[src/rtl/id_pkg.sv]
// Shared decode definitions for the instruction-decode stage: opcodes,
// ALUOp codes, the control-bit bundle and register-file geometry.
package id_pkg;

    localparam int NUM_REGS = 32;
    localparam int REG_AW   = 5;

    localparam logic [5:0] OP_RTYPE = 6'b000000;
    localparam logic [5:0] OP_LW    = 6'b100011;
    localparam logic [5:0] OP_SW    = 6'b101011;
    localparam logic [5:0] OP_BEQ   = 6'b000100;
    localparam logic [5:0] OP_ADDI  = 6'b001000;
    localparam logic [5:0] OP_ANDI  = 6'b001100;
    localparam logic [5:0] OP_ORI   = 6'b001101;

    typedef enum logic [1:0] {
        ALU_ADD   = 2'b00,  // address generation for lw/sw
        ALU_SUB   = 2'b01,  // beq compare
        ALU_FUNCT = 2'b10,  // R-type, ALU looks at funct
        ALU_IMM   = 2'b11   // immediate arithmetic/logic
    } alu_op_e;

    typedef struct packed {
        logic    reg_write;
        logic    mem_to_reg;
        logic    branch;
        logic    mem_read;
        logic    mem_write;
        logic    reg_dst;
        logic    alu_src;
        alu_op_e alu_op;
    } ctrl_t;

    localparam ctrl_t CTRL_NONE = '{
        reg_write:  1'b0,
        mem_to_reg: 1'b0,
        branch:     1'b0,
        mem_read:   1'b0,
        mem_write:  1'b0,
        reg_dst:    1'b0,
        alu_src:    1'b0,
        alu_op:     ALU_ADD
    };

    // andi/ori are the logical-immediate ops that may zero-extend.
    function automatic logic is_logic_imm(input logic [5:0] op);
        return (op == OP_ANDI) || (op == OP_ORI);
    endfunction

endpackage

[src/rtl/id_stage_pipe_if.sv]
// IF/ID inputs, write-back port and ID/EX payload of the decode stage,
// bundled so the stage and its neighbours connect through one port.
interface id_stage_pipe_if #(
    parameter int B = 32
);
    // IF/ID side and control
    logic         in_valid;
    logic [31:0]  instruction;
    logic [B-1:0] pc_plus4_in;
    logic         flush;
    logic         stall_out;

    // write-back port
    logic         wb_reg_write;
    logic [4:0]   wb_addr;
    logic [B-1:0] wb_data;

    // ID/EX payload
    logic         valid_out;
    logic [B-1:0] pc_plus4_out;
    logic [B-1:0] reg_data1;
    logic [B-1:0] reg_data2;
    logic [B-1:0] imm_ext;
    logic [4:0]   rs_out;
    logic [4:0]   rt_out;
    logic [4:0]   rd_out;
    logic         wb_RegWrite_out;
    logic         wb_MemtoReg_out;
    logic         m_Branch_out;
    logic         m_MemRead_out;
    logic         m_MemWrite_out;
    logic         ex_RegDst_out;
    logic         ex_ALUSrc_out;
    logic [1:0]   ex_ALUOp_out;
    logic         illegal_op_out;

    modport master (
        output in_valid, instruction, pc_plus4_in, flush,
               wb_reg_write, wb_addr, wb_data,
        input  stall_out, valid_out, pc_plus4_out, reg_data1, reg_data2, imm_ext,
               rs_out, rt_out, rd_out,
               wb_RegWrite_out, wb_MemtoReg_out, m_Branch_out, m_MemRead_out,
               m_MemWrite_out, ex_RegDst_out, ex_ALUSrc_out, ex_ALUOp_out,
               illegal_op_out
    );

    modport slave (
        input  in_valid, instruction, pc_plus4_in, flush,
               wb_reg_write, wb_addr, wb_data,
        output stall_out, valid_out, pc_plus4_out, reg_data1, reg_data2, imm_ext,
               rs_out, rt_out, rd_out,
               wb_RegWrite_out, wb_MemtoReg_out, m_Branch_out, m_MemRead_out,
               m_MemWrite_out, ex_RegDst_out, ex_ALUSrc_out, ex_ALUOp_out,
               illegal_op_out
    );

endinterface

[src/rtl/id_regfile.sv]
// 32 x B register file: two combinational read ports with write-through
// bypass from the write port, register 0 hard-wired to zero.
module id_regfile
    import id_pkg::*;
#(
    parameter int B = 32
) (
    input  logic              clk,
    input  logic              reset,
    input  logic [REG_AW-1:0] rs_addr,
    input  logic [REG_AW-1:0] rt_addr,
    output logic [B-1:0]      rs_data,
    output logic [B-1:0]      rt_data,
    input  logic              we,
    input  logic [REG_AW-1:0] wa,
    input  logic [B-1:0]      wd
);

    logic [B-1:0] regs [NUM_REGS];

    // The write data is visible to readers in the same cycle it is written.
    function automatic logic [B-1:0] read_port(input logic [REG_AW-1:0] addr);
        if (addr == '0) begin
            return '0;
        end else if (we && (wa == addr)) begin
            return wd;
        end else begin
            return regs[addr];
        end
    endfunction

    assign rs_data = read_port(rs_addr);
    assign rt_data = read_port(rt_addr);

    // NOTE: the array is reset because every entry must read 0 while reset
    // is low; that keeps it as flops, which is fine at 32 entries.
    always_ff @(posedge clk or negedge reset) begin
        if (!reset) begin
            for (int i = 0; i < NUM_REGS; i++) begin
                regs[i] <= '0;
            end
        end else if (we && (wa != '0)) begin
            regs[wa] <= wd;
        end
    end

endmodule

[src/rtl/id_stage_pipe.sv]
// MIPS instruction-decode stage: register read, control decode, immediate
// extension, load-use stall detection and the ID/EX pipeline register.
module id_stage_pipe
    import id_pkg::*;
#(
    parameter int B        = 32,
    parameter bit IMM_ZEXT = 1'b1
) (
    input logic           clk,
    input logic           reset,
    id_stage_pipe_if.slave bus
);

    typedef struct packed {
        logic              valid;
        ctrl_t             ctrl;
        logic              illegal;
        logic [B-1:0]      pc_plus4;
        logic [B-1:0]      data1;
        logic [B-1:0]      data2;
        logic [B-1:0]      imm;
        logic [REG_AW-1:0] rs;
        logic [REG_AW-1:0] rt;
        logic [REG_AW-1:0] rd;
    } idex_t;

    logic [5:0]        op;
    logic [REG_AW-1:0] rs;
    logic [REG_AW-1:0] rt;
    logic [REG_AW-1:0] rd;
    logic [15:0]       imm16;

    assign op    = bus.instruction[31:26];
    assign rs    = bus.instruction[25:21];
    assign rt    = bus.instruction[20:16];
    assign rd    = bus.instruction[15:11];
    assign imm16 = bus.instruction[15:0];

    logic [B-1:0] rs_data;
    logic [B-1:0] rt_data;

    id_regfile #(.B(B)) u_regfile (
        .clk     (clk),
        .reset   (reset),
        .rs_addr (rs),
        .rt_addr (rt),
        .rs_data (rs_data),
        .rt_data (rt_data),
        .we      (bus.wb_reg_write),
        .wa      (bus.wb_addr),
        .wd      (bus.wb_data)
    );

    ctrl_t ctrl;
    logic  illegal;

    // NOTE: every output gets a default first so no path through the case
    // leaves it unassigned, which would otherwise infer a latch.
    always_comb begin
        ctrl    = CTRL_NONE;
        illegal = 1'b0;
        unique case (op)
            OP_RTYPE: begin
                ctrl.reg_write = 1'b1;
                ctrl.reg_dst   = 1'b1;
                ctrl.alu_op    = ALU_FUNCT;
            end
            OP_LW: begin
                ctrl.reg_write  = 1'b1;
                ctrl.mem_to_reg = 1'b1;
                ctrl.mem_read   = 1'b1;
                ctrl.alu_src    = 1'b1;
                ctrl.alu_op     = ALU_ADD;
            end
            OP_SW: begin
                ctrl.mem_write = 1'b1;
                ctrl.alu_src   = 1'b1;
                ctrl.alu_op    = ALU_ADD;
            end
            OP_BEQ: begin
                ctrl.branch = 1'b1;
                ctrl.alu_op = ALU_SUB;
            end
            OP_ADDI, OP_ANDI, OP_ORI: begin
                ctrl.reg_write = 1'b1;
                ctrl.alu_src   = 1'b1;
                ctrl.alu_op    = ALU_IMM;
            end
            default: illegal = 1'b1;
        endcase
    end

    logic [B-1:0] imm_ext_c;

    // Casting through signed'() sign-extends without a zero-width replication at B=16.
    assign imm_ext_c = (IMM_ZEXT && is_logic_imm(op)) ? B'(imm16) : B'(signed'(imm16));

    idex_t q;
    idex_t d;
    logic  hazard;
    logic  bubble;

    // The hazard compares against the load already sitting in ID/EX.
    assign hazard = bus.in_valid & q.valid & q.ctrl.mem_read & (q.rt != '0)
                  & ((q.rt == rs) | (q.rt == rt));
    assign bus.stall_out = hazard & ~bus.flush;
    assign bubble        = bus.stall_out | bus.flush | ~bus.in_valid;

    always_comb begin
        d          = '0;
        d.valid    = 1'b1;
        d.ctrl     = ctrl;
        d.illegal  = illegal;
        d.pc_plus4 = bus.pc_plus4_in;
        d.data1    = rs_data;
        d.data2    = rt_data;
        d.imm      = imm_ext_c;
        d.rs       = rs;
        d.rt       = rt;
        d.rd       = rd;
    end

    // NOTE: non-blocking assignment for all sequential state so every flop
    // samples pre-edge values regardless of block evaluation order.
    always_ff @(posedge clk or negedge reset) begin
        if (!reset) begin
            q <= '0;
        end else if (bubble) begin
            q <= '0;
        end else begin
            q <= d;
        end
    end

    assign bus.valid_out       = q.valid;
    assign bus.pc_plus4_out    = q.pc_plus4;
    assign bus.reg_data1       = q.data1;
    assign bus.reg_data2       = q.data2;
    assign bus.imm_ext         = q.imm;
    assign bus.rs_out          = q.rs;
    assign bus.rt_out          = q.rt;
    assign bus.rd_out          = q.rd;
    assign bus.wb_RegWrite_out = q.ctrl.reg_write;
    assign bus.wb_MemtoReg_out = q.ctrl.mem_to_reg;
    assign bus.m_Branch_out    = q.ctrl.branch;
    assign bus.m_MemRead_out   = q.ctrl.mem_read;
    assign bus.m_MemWrite_out  = q.ctrl.mem_write;
    assign bus.ex_RegDst_out   = q.ctrl.reg_dst;
    assign bus.ex_ALUSrc_out   = q.ctrl.alu_src;
    assign bus.ex_ALUOp_out    = q.ctrl.alu_op;
    assign bus.illegal_op_out  = q.illegal;

endmodule

[src/flat_wrapper.sv]
// flat-port wrapper written by rule: the top's interface ports become plain ports
module id_stage_pipe_flat import id_pkg::*;
#(
    parameter int B        = 32,
    parameter bit IMM_ZEXT = 1'b1
)
  (clk, reset, bus_in_valid, bus_instruction, bus_pc_plus4_in, bus_flush, bus_wb_reg_write, bus_wb_addr, bus_wb_data, bus_stall_out, bus_valid_out, bus_pc_plus4_out, bus_reg_data1, bus_reg_data2, bus_imm_ext, bus_rs_out, bus_rt_out, bus_rd_out, bus_wb_RegWrite_out, bus_wb_MemtoReg_out, bus_m_Branch_out, bus_m_MemRead_out, bus_m_MemWrite_out, bus_ex_RegDst_out, bus_ex_ALUSrc_out, bus_ex_ALUOp_out, bus_illegal_op_out);
  id_stage_pipe_if #(.B(B)) bus_i ();
  input logic clk;
  input logic reset;
  input wire logic [$bits(bus_i.in_valid)-1:0] bus_in_valid;
  input wire logic [$bits(bus_i.instruction)-1:0] bus_instruction;
  input wire logic [$bits(bus_i.pc_plus4_in)-1:0] bus_pc_plus4_in;
  input wire logic [$bits(bus_i.flush)-1:0] bus_flush;
  input wire logic [$bits(bus_i.wb_reg_write)-1:0] bus_wb_reg_write;
  input wire logic [$bits(bus_i.wb_addr)-1:0] bus_wb_addr;
  input wire logic [$bits(bus_i.wb_data)-1:0] bus_wb_data;
  output wire logic [$bits(bus_i.stall_out)-1:0] bus_stall_out;
  output wire logic [$bits(bus_i.valid_out)-1:0] bus_valid_out;
  output wire logic [$bits(bus_i.pc_plus4_out)-1:0] bus_pc_plus4_out;
  output wire logic [$bits(bus_i.reg_data1)-1:0] bus_reg_data1;
  output wire logic [$bits(bus_i.reg_data2)-1:0] bus_reg_data2;
  output wire logic [$bits(bus_i.imm_ext)-1:0] bus_imm_ext;
  output wire logic [$bits(bus_i.rs_out)-1:0] bus_rs_out;
  output wire logic [$bits(bus_i.rt_out)-1:0] bus_rt_out;
  output wire logic [$bits(bus_i.rd_out)-1:0] bus_rd_out;
  output wire logic [$bits(bus_i.wb_RegWrite_out)-1:0] bus_wb_RegWrite_out;
  output wire logic [$bits(bus_i.wb_MemtoReg_out)-1:0] bus_wb_MemtoReg_out;
  output wire logic [$bits(bus_i.m_Branch_out)-1:0] bus_m_Branch_out;
  output wire logic [$bits(bus_i.m_MemRead_out)-1:0] bus_m_MemRead_out;
  output wire logic [$bits(bus_i.m_MemWrite_out)-1:0] bus_m_MemWrite_out;
  output wire logic [$bits(bus_i.ex_RegDst_out)-1:0] bus_ex_RegDst_out;
  output wire logic [$bits(bus_i.ex_ALUSrc_out)-1:0] bus_ex_ALUSrc_out;
  output wire logic [$bits(bus_i.ex_ALUOp_out)-1:0] bus_ex_ALUOp_out;
  output wire logic [$bits(bus_i.illegal_op_out)-1:0] bus_illegal_op_out;
  assign bus_i.in_valid = bus_in_valid;
  assign bus_i.instruction = bus_instruction;
  assign bus_i.pc_plus4_in = bus_pc_plus4_in;
  assign bus_i.flush = bus_flush;
  assign bus_i.wb_reg_write = bus_wb_reg_write;
  assign bus_i.wb_addr = bus_wb_addr;
  assign bus_i.wb_data = bus_wb_data;
  assign bus_stall_out = bus_i.stall_out;
  assign bus_valid_out = bus_i.valid_out;
  assign bus_pc_plus4_out = bus_i.pc_plus4_out;
  assign bus_reg_data1 = bus_i.reg_data1;
  assign bus_reg_data2 = bus_i.reg_data2;
  assign bus_imm_ext = bus_i.imm_ext;
  assign bus_rs_out = bus_i.rs_out;
  assign bus_rt_out = bus_i.rt_out;
  assign bus_rd_out = bus_i.rd_out;
  assign bus_wb_RegWrite_out = bus_i.wb_RegWrite_out;
  assign bus_wb_MemtoReg_out = bus_i.wb_MemtoReg_out;
  assign bus_m_Branch_out = bus_i.m_Branch_out;
  assign bus_m_MemRead_out = bus_i.m_MemRead_out;
  assign bus_m_MemWrite_out = bus_i.m_MemWrite_out;
  assign bus_ex_RegDst_out = bus_i.ex_RegDst_out;
  assign bus_ex_ALUSrc_out = bus_i.ex_ALUSrc_out;
  assign bus_ex_ALUOp_out = bus_i.ex_ALUOp_out;
  assign bus_illegal_op_out = bus_i.illegal_op_out;
  id_stage_pipe #(.B(B), .IMM_ZEXT(IMM_ZEXT)) u_core (.clk(clk), .reset(reset), .bus(bus_i));
endmodule
[config.mk]
export PLATFORM = sky130hd
export DESIGN_NAME = id_stage_pipe_flat
export DESIGN_NICKNAME = d
export VERILOG_FILES = /design/src/rtl/id_pkg.sv /design/src/rtl/id_stage_pipe_if.sv /design/src/rtl/id_regfile.sv /design/src/rtl/id_stage_pipe.sv /design/src/flat_wrapper.sv
export SDC_FILE = /design/constraint.sdc
export NUM_CORES = 2
export LEC_CHECK = 0
export CAP_MARGIN = 25
export CELL_PAD_IN_SITES_DETAIL_PLACEMENT = 0
export CELL_PAD_IN_SITES_GLOBAL_PLACEMENT = 1
export CORE_AREA = 2 2 388 351
export DETAILED_ROUTE_END_ITERATION = 8
export DIE_AREA = 0 0 390 353
export PLACE_DENSITY_LB_ADDON = 0.1
export SETUP_SLACK_MARGIN = 0.2
export SYNTH_ARGS = -nofsm -noshare
export SYNTH_HDL_FRONTEND = slang
export SYNTH_SLANG_ARGS = --single-unit
[constraint.sdc]
create_clock -name clk -period 2.6 [get_ports clk]
set_input_delay 0.52 -clock clk [delete_from_list [all_inputs] [get_ports clk]]
set_output_delay 0.52 -clock clk [all_outputs]
set_load 0.1 [all_outputs]
* Word-level counts from Yosys, hierarchy flattened
Cells that the tools add are included.
Storage, ports and cells: bits of input ports 106, output and inout port bits 155, register bits after elaboration 1178, word-level logic and storage cells 113
Operators by class: mux-type cells 23, bitwise logic cells 13, magnitude comparators 4, equal/unequal tests 10, reduce and logical (&&, ||, !) cells 14
Operators with widths (count):
- bitwise mux 1024 bit | 1
- binary-select mux 32 bit (select 5 bit) | 2
- two-way mux 32 bit | 10
- demux 32 bit (select 5 bit) | 1
- two-way mux 154 bit | 1
- equality test 5 bit | 4
- equality test 6 x 4 -> 1 bit, second input constant | 3
- >= comparator 6 bit, second input constant | 3
- NOT 5 -> 6 bit | 3
- equality test 6 bit, second input constant | 2
- logical NOT 5 bit | 2
- nonzero test 5 bit | 2
- OR reduction 5 bit | 2
- two-way mux 1 bit | 7
- OR reduction 7 bit | 1
- equality test 6 x 3 -> 1 bit, second input constant | 1
- logical NOT 6 bit | 1
- < comparator 6 x 1 -> 1 bit, second input constant | 1
- case mux 2 bit (3 select lines) | 1
- AND 1 bit | 5
- logical AND 1 bit | 4
- bitwise OR 1 bit | 3
- OR reduction 3 bit | 1
- NOT 1 bit | 2
- logical OR 1 bit | 1

* Depth between registers and ports, before layout
depth in word-level cells 8, mapped depth 9, mapped depth without buffers 6

* Modules after synthesis
A second synthesis with hierarchy kept.
Second synthesis, totals: cell total of the unflattened synthesis 4292, area total of the unflattened synthesis 60515.5 sq um
By module, submodules not included:
- id_regfile | cells an instance 3797, area an instance 55413.1 sq um, sequential area each 25624.6 sq um, times used 1
- id_stage_pipe | cells an instance 495, area an instance 5102.4 sq um, sequential area each 3328.2 sq um, times used 1

* Worst setup path before layout
Ideal clock, no wire load.
path kind register -> output, from register u_core.q, in the netlist u_core.bus.rt_out[1], to output port bus_stall_out, cell stages (with the launch flop) 5, required time 2.080 ns, arrival time 3.529 ns, path slack -1.449 ns, path buffers 0, path through dfrtp_1 xor2_1 nor3_1 a22oi_1 nor3_1
On the way: word-level cells in the longest chain between the ends 4
Ends and longest elaborated chain:
- start, declared | line id_stage_pipe.sv:98 | idex_t q;
- start signal, assigned | line id_stage_pipe.sv:127 | q <= '0;
- start signal, assigned | line id_stage_pipe.sv:129 | q <= '0;
- start signal, assigned | line id_stage_pipe.sv:131 | q <= d;
- equality test 5 bit or nonzero test 5 bit (tied branches) | line id_stage_pipe.sv:105, id_stage_pipe.sv:104
- bitwise OR 1 bit or AND 1 bit (tied branches) | line id_stage_pipe.sv:105, id_stage_pipe.sv:104
- AND 1 bit (*) | line id_stage_pipe.sv:105 | & ((q.rt == rs) | (q.rt == rt));
- AND 1 bit (*) | line id_stage_pipe.sv:106 | assign bus.stall_out = hazard & ~bus.flush;
- end, declared | line flat_wrapper.sv:18 | output wire logic [$bits(bus_i.stall_out)-1:0] bus_stall_out;
Mark *: on every way between the ends. The rest lies on a longest branch, timed or not.

* Worst setup path in the final report
from register u_core.q, in the netlist u_core.bus.rt_out[0], to output port bus_stall_out
Same word-level chain as after synthesis.

==> flow_summary.toml <==
[hold_path]
hold_path.class = "in -> reg"

[route]
wl_met2_um = 90900
wl_per_cell_um = 30.7
via_per_inst = 6.18
vias = 39300
postRouteWirelength_um = 195000
top_layer_used = "met5"
drtAntennaViolNets = 0
first_pass_iters = 5
wl_met1_um = 88200
wl_met3_um = 10400
drc = 0
drt_iter0_drc = 3027

[floorplanning]
die_area_sq_um = 138000
die_y_um = 353
rows = 128
core_sq_um = 134000
start_util_pct = 44.5
io-pin-count = 261
die_x_um = 390

[pwr]
power.density_nw_per_um2 = 738
seq_power_share_pct = 43.9
ir_worst_vdd_uv = 524
static-leakage-power_nw = 31.5
swShare_pct = 27.4
internal-power_mw = 38.7
power_switching_mw = 14.6
clkPwrFrac_pct = 35.5
p_comb_share_pct = 20.6
p_total_mw = 53.3

[logic_synthesis]
synth_cell_type_count = 58
yosysSeqAreaShare_pct = 48.4
synth_edf_count = 0
syn_area_sq_um = 59800
synth_area_leaders = "dfrtp_1 (48%), mux2_2 (19%), mux4_2 (17%)"
syn-instance-count = 4118
synth_nets = 4224
synth_top_area_share_pct = 48.4
async_flop_share_pct = 100
syn_avg_cell_area_sq_um = 14.5
yosysMostFrequentCell = "dfrtp_1"
ys_ff_latch = 1157
ys.warnings.count = 0
netlist_top_cells_count = "dfrtp_1 (1157), mux2_2 (993), mux4_2 (439)"
yosysTopAreaCell = "dfrtp_1"
synthFlopType = "dfrtp_1"

[timing]
fin_crit_ns = 2.80
slew_violations = 0
fmaxAchievable_mhz = 357
layout_setup_ws_ns = -0.204
clock_skew_ns = 0.0181
final-setup-viol-count = 1
worst_slew_pin_slew_ns = 0.807
finalHoldViolCount = 0
fin_crit_sh_pct = 108
rsz0062_at_grt = "yes"
relSlewSlack_pct = 45.5
timing.hold.ws_ns = 0.0904

[final_layout]
nets = 4613
drive_gt1_share_pct = 51.4
area_growth_pct = 20.8
nFillCells = 11200
fin_cells = 6354

[placement]
place_congestion = 0.837
placed_cells = 6121
pre_cts_slack_ns = -0.404
io_buffers = 260
dp_hpwl_um = 130000

[worst_setup_path]
cp-end-kind = "primary output"
worstSetupStartpointType = "flop"
cp_max_fo = 4
rrSetupSlack_ns = 0.21
critical_path_arrival_ns = 2.28
worstPathRequired_ns = 2.08
critical_path_class = "reg -> out"

[job]
drv_cap = 0

[clock_network]
clockBufferDepth = 3
root_buffer = "clkbuf_16"
cts_tree = "built"
clock_sinks = 1157
cts_made_buffers = 136
clkTransAtPathRegs_ns = 0.06
ctsHtreeMaxLevel = 4
clk_latency_ns = 0.76

[grt]
grt_overflow = 0
antenna_found_initial = 4
grt_usage_pct = 28.7
grt_pass1_wl_um = 288000
grt_pass1_vias = 41000
grt_max_degree = 87

[run_status]
violations = "negative setup slack"
status = "complete, but fails checks"
## logic make-up after synthesis
logic type	synth area share, %
mux	37.8
compound gates	4.19
buf+inv	4.49
flops	48.4
simple gates	4.84
xor+xnor	0.293
## layer usage
metal  global-route usage [%]  vias to the layer above
met1                     41.9                    21300
met4                     8.14                        2
met5                        0                        -
li1                         -                    16500
met2                     44.6                     1151
met3                     4.44                      286
## area by class of cell
cell class	count	area, sq um	area share [%]
Antenna cell	1	2.50	0.00347
Clock buffer	211	4160	5.76
Clock inverter	18	198	0.274
Inverter	5	20.0	0.0277
Multi-Input combinational cell	2469	28500	39.5
Sequential cell	1157	29000	40.1
Tap cell	1755	2200	3.04
Timing Repair Buffer	738	8100	11.2
## metrics by stage
step                      util [%]  TNS (ns)  cell area (sq um)
final                         53.8    -0.204              72200
after global routing          53.8    -0.272              72200
after CTS                     53.7    -0.277              72100
after detailed placement      50.4    -68.61              67600
after global placement        50.4    -77.05              67600
after floorplan                  -         0              59800
## power groups by stage
stage	Sequential [mW]	Clock [mW]	Combinational, mW
after CTS	23.3	19.3	11.1
after floorplan	23.6	0	7.34
final	23.4	18.9	11.0
after global routing	23.8	20.1	11.8
after detailed placement	23.6	0	11.0
after global placement	23.5	0	10.8
## flip-flops by register name, indices dropped and copies added, names as in the netlist, 2 cells and up
name,cells
u_core.bus.pc_plus4_out,32
u_core.bus.ex_ALUOp_out,2
u_core.bus.reg_data2,32
u_core.bus.rt_out,5
u_core.u_regfile.regs,1024
u_core.bus.reg_data1,32
u_core.bus.imm_ext,17
u_core.bus.rs_out,5
## repair_timing
action / in CTS / in global routing
endpoints found under the hold margin: 7 / 0
endpoints found under the setup margin: 3 / 18
resized for setup: 9 / 19
buffers inserted: 2 / 0
hold buffers: 1 / 0
pin swaps: 1 / 1
## layout by cell type, fill, tap and decap left out, drive strengths merged, types with 4 or more instances in the layout
cell           netlist  final
mux2               993    993
clkbuf             194    211
nor3b                5      5
inv                  5      6
nor4                66     66
or2                  4      4
dfrtp             1157   1157
nand2b               6      6
nor3                73     73
nand2               31     31
mux4               446    446
xor2                18     18
nor2               153    153
and3                 5      5
o22ai               63     63
a211oi             126    126
buf                293    641
a21oi                4      4
bufinv               0      4
o41ai               62     62
and2                60     60
clkinv               0     13
clkdlybuf4s50        0     96
a22oi               63     63
mux2i              132    132
nor2b              126    126
## final timing paths
check                                         endpoint                         from  cells after the start
setup / recovery                         bus_stall_out         u_core.bus.rt_out[0]                      4
hold / removal                    u_core.bus.rt_out[0]          bus_instruction[16]                      2
setup reg to reg               u_core.bus.reg_data1[8]         u_core.bus.rt_out[0]                      6
hold reg to reg            u_core.u_regfile.regs[1013]  u_core.u_regfile.regs[1013]                      0
max in group asynchronous   u_core.u_regfile.regs[899]                        reset                      4
min in group asynchronous  u_core.bus.pc_plus4_out[20]                        reset                      2
## worst max-delay path, stage by stage, from the launching register on
cell and delay, ns:
dfrtp_4 0.50, or4_4 0.55, o2111ai_4 0.23, nor3_4 0.06
buf_12 0.18
Note: power is estimated with default switching activity, not from simulation.
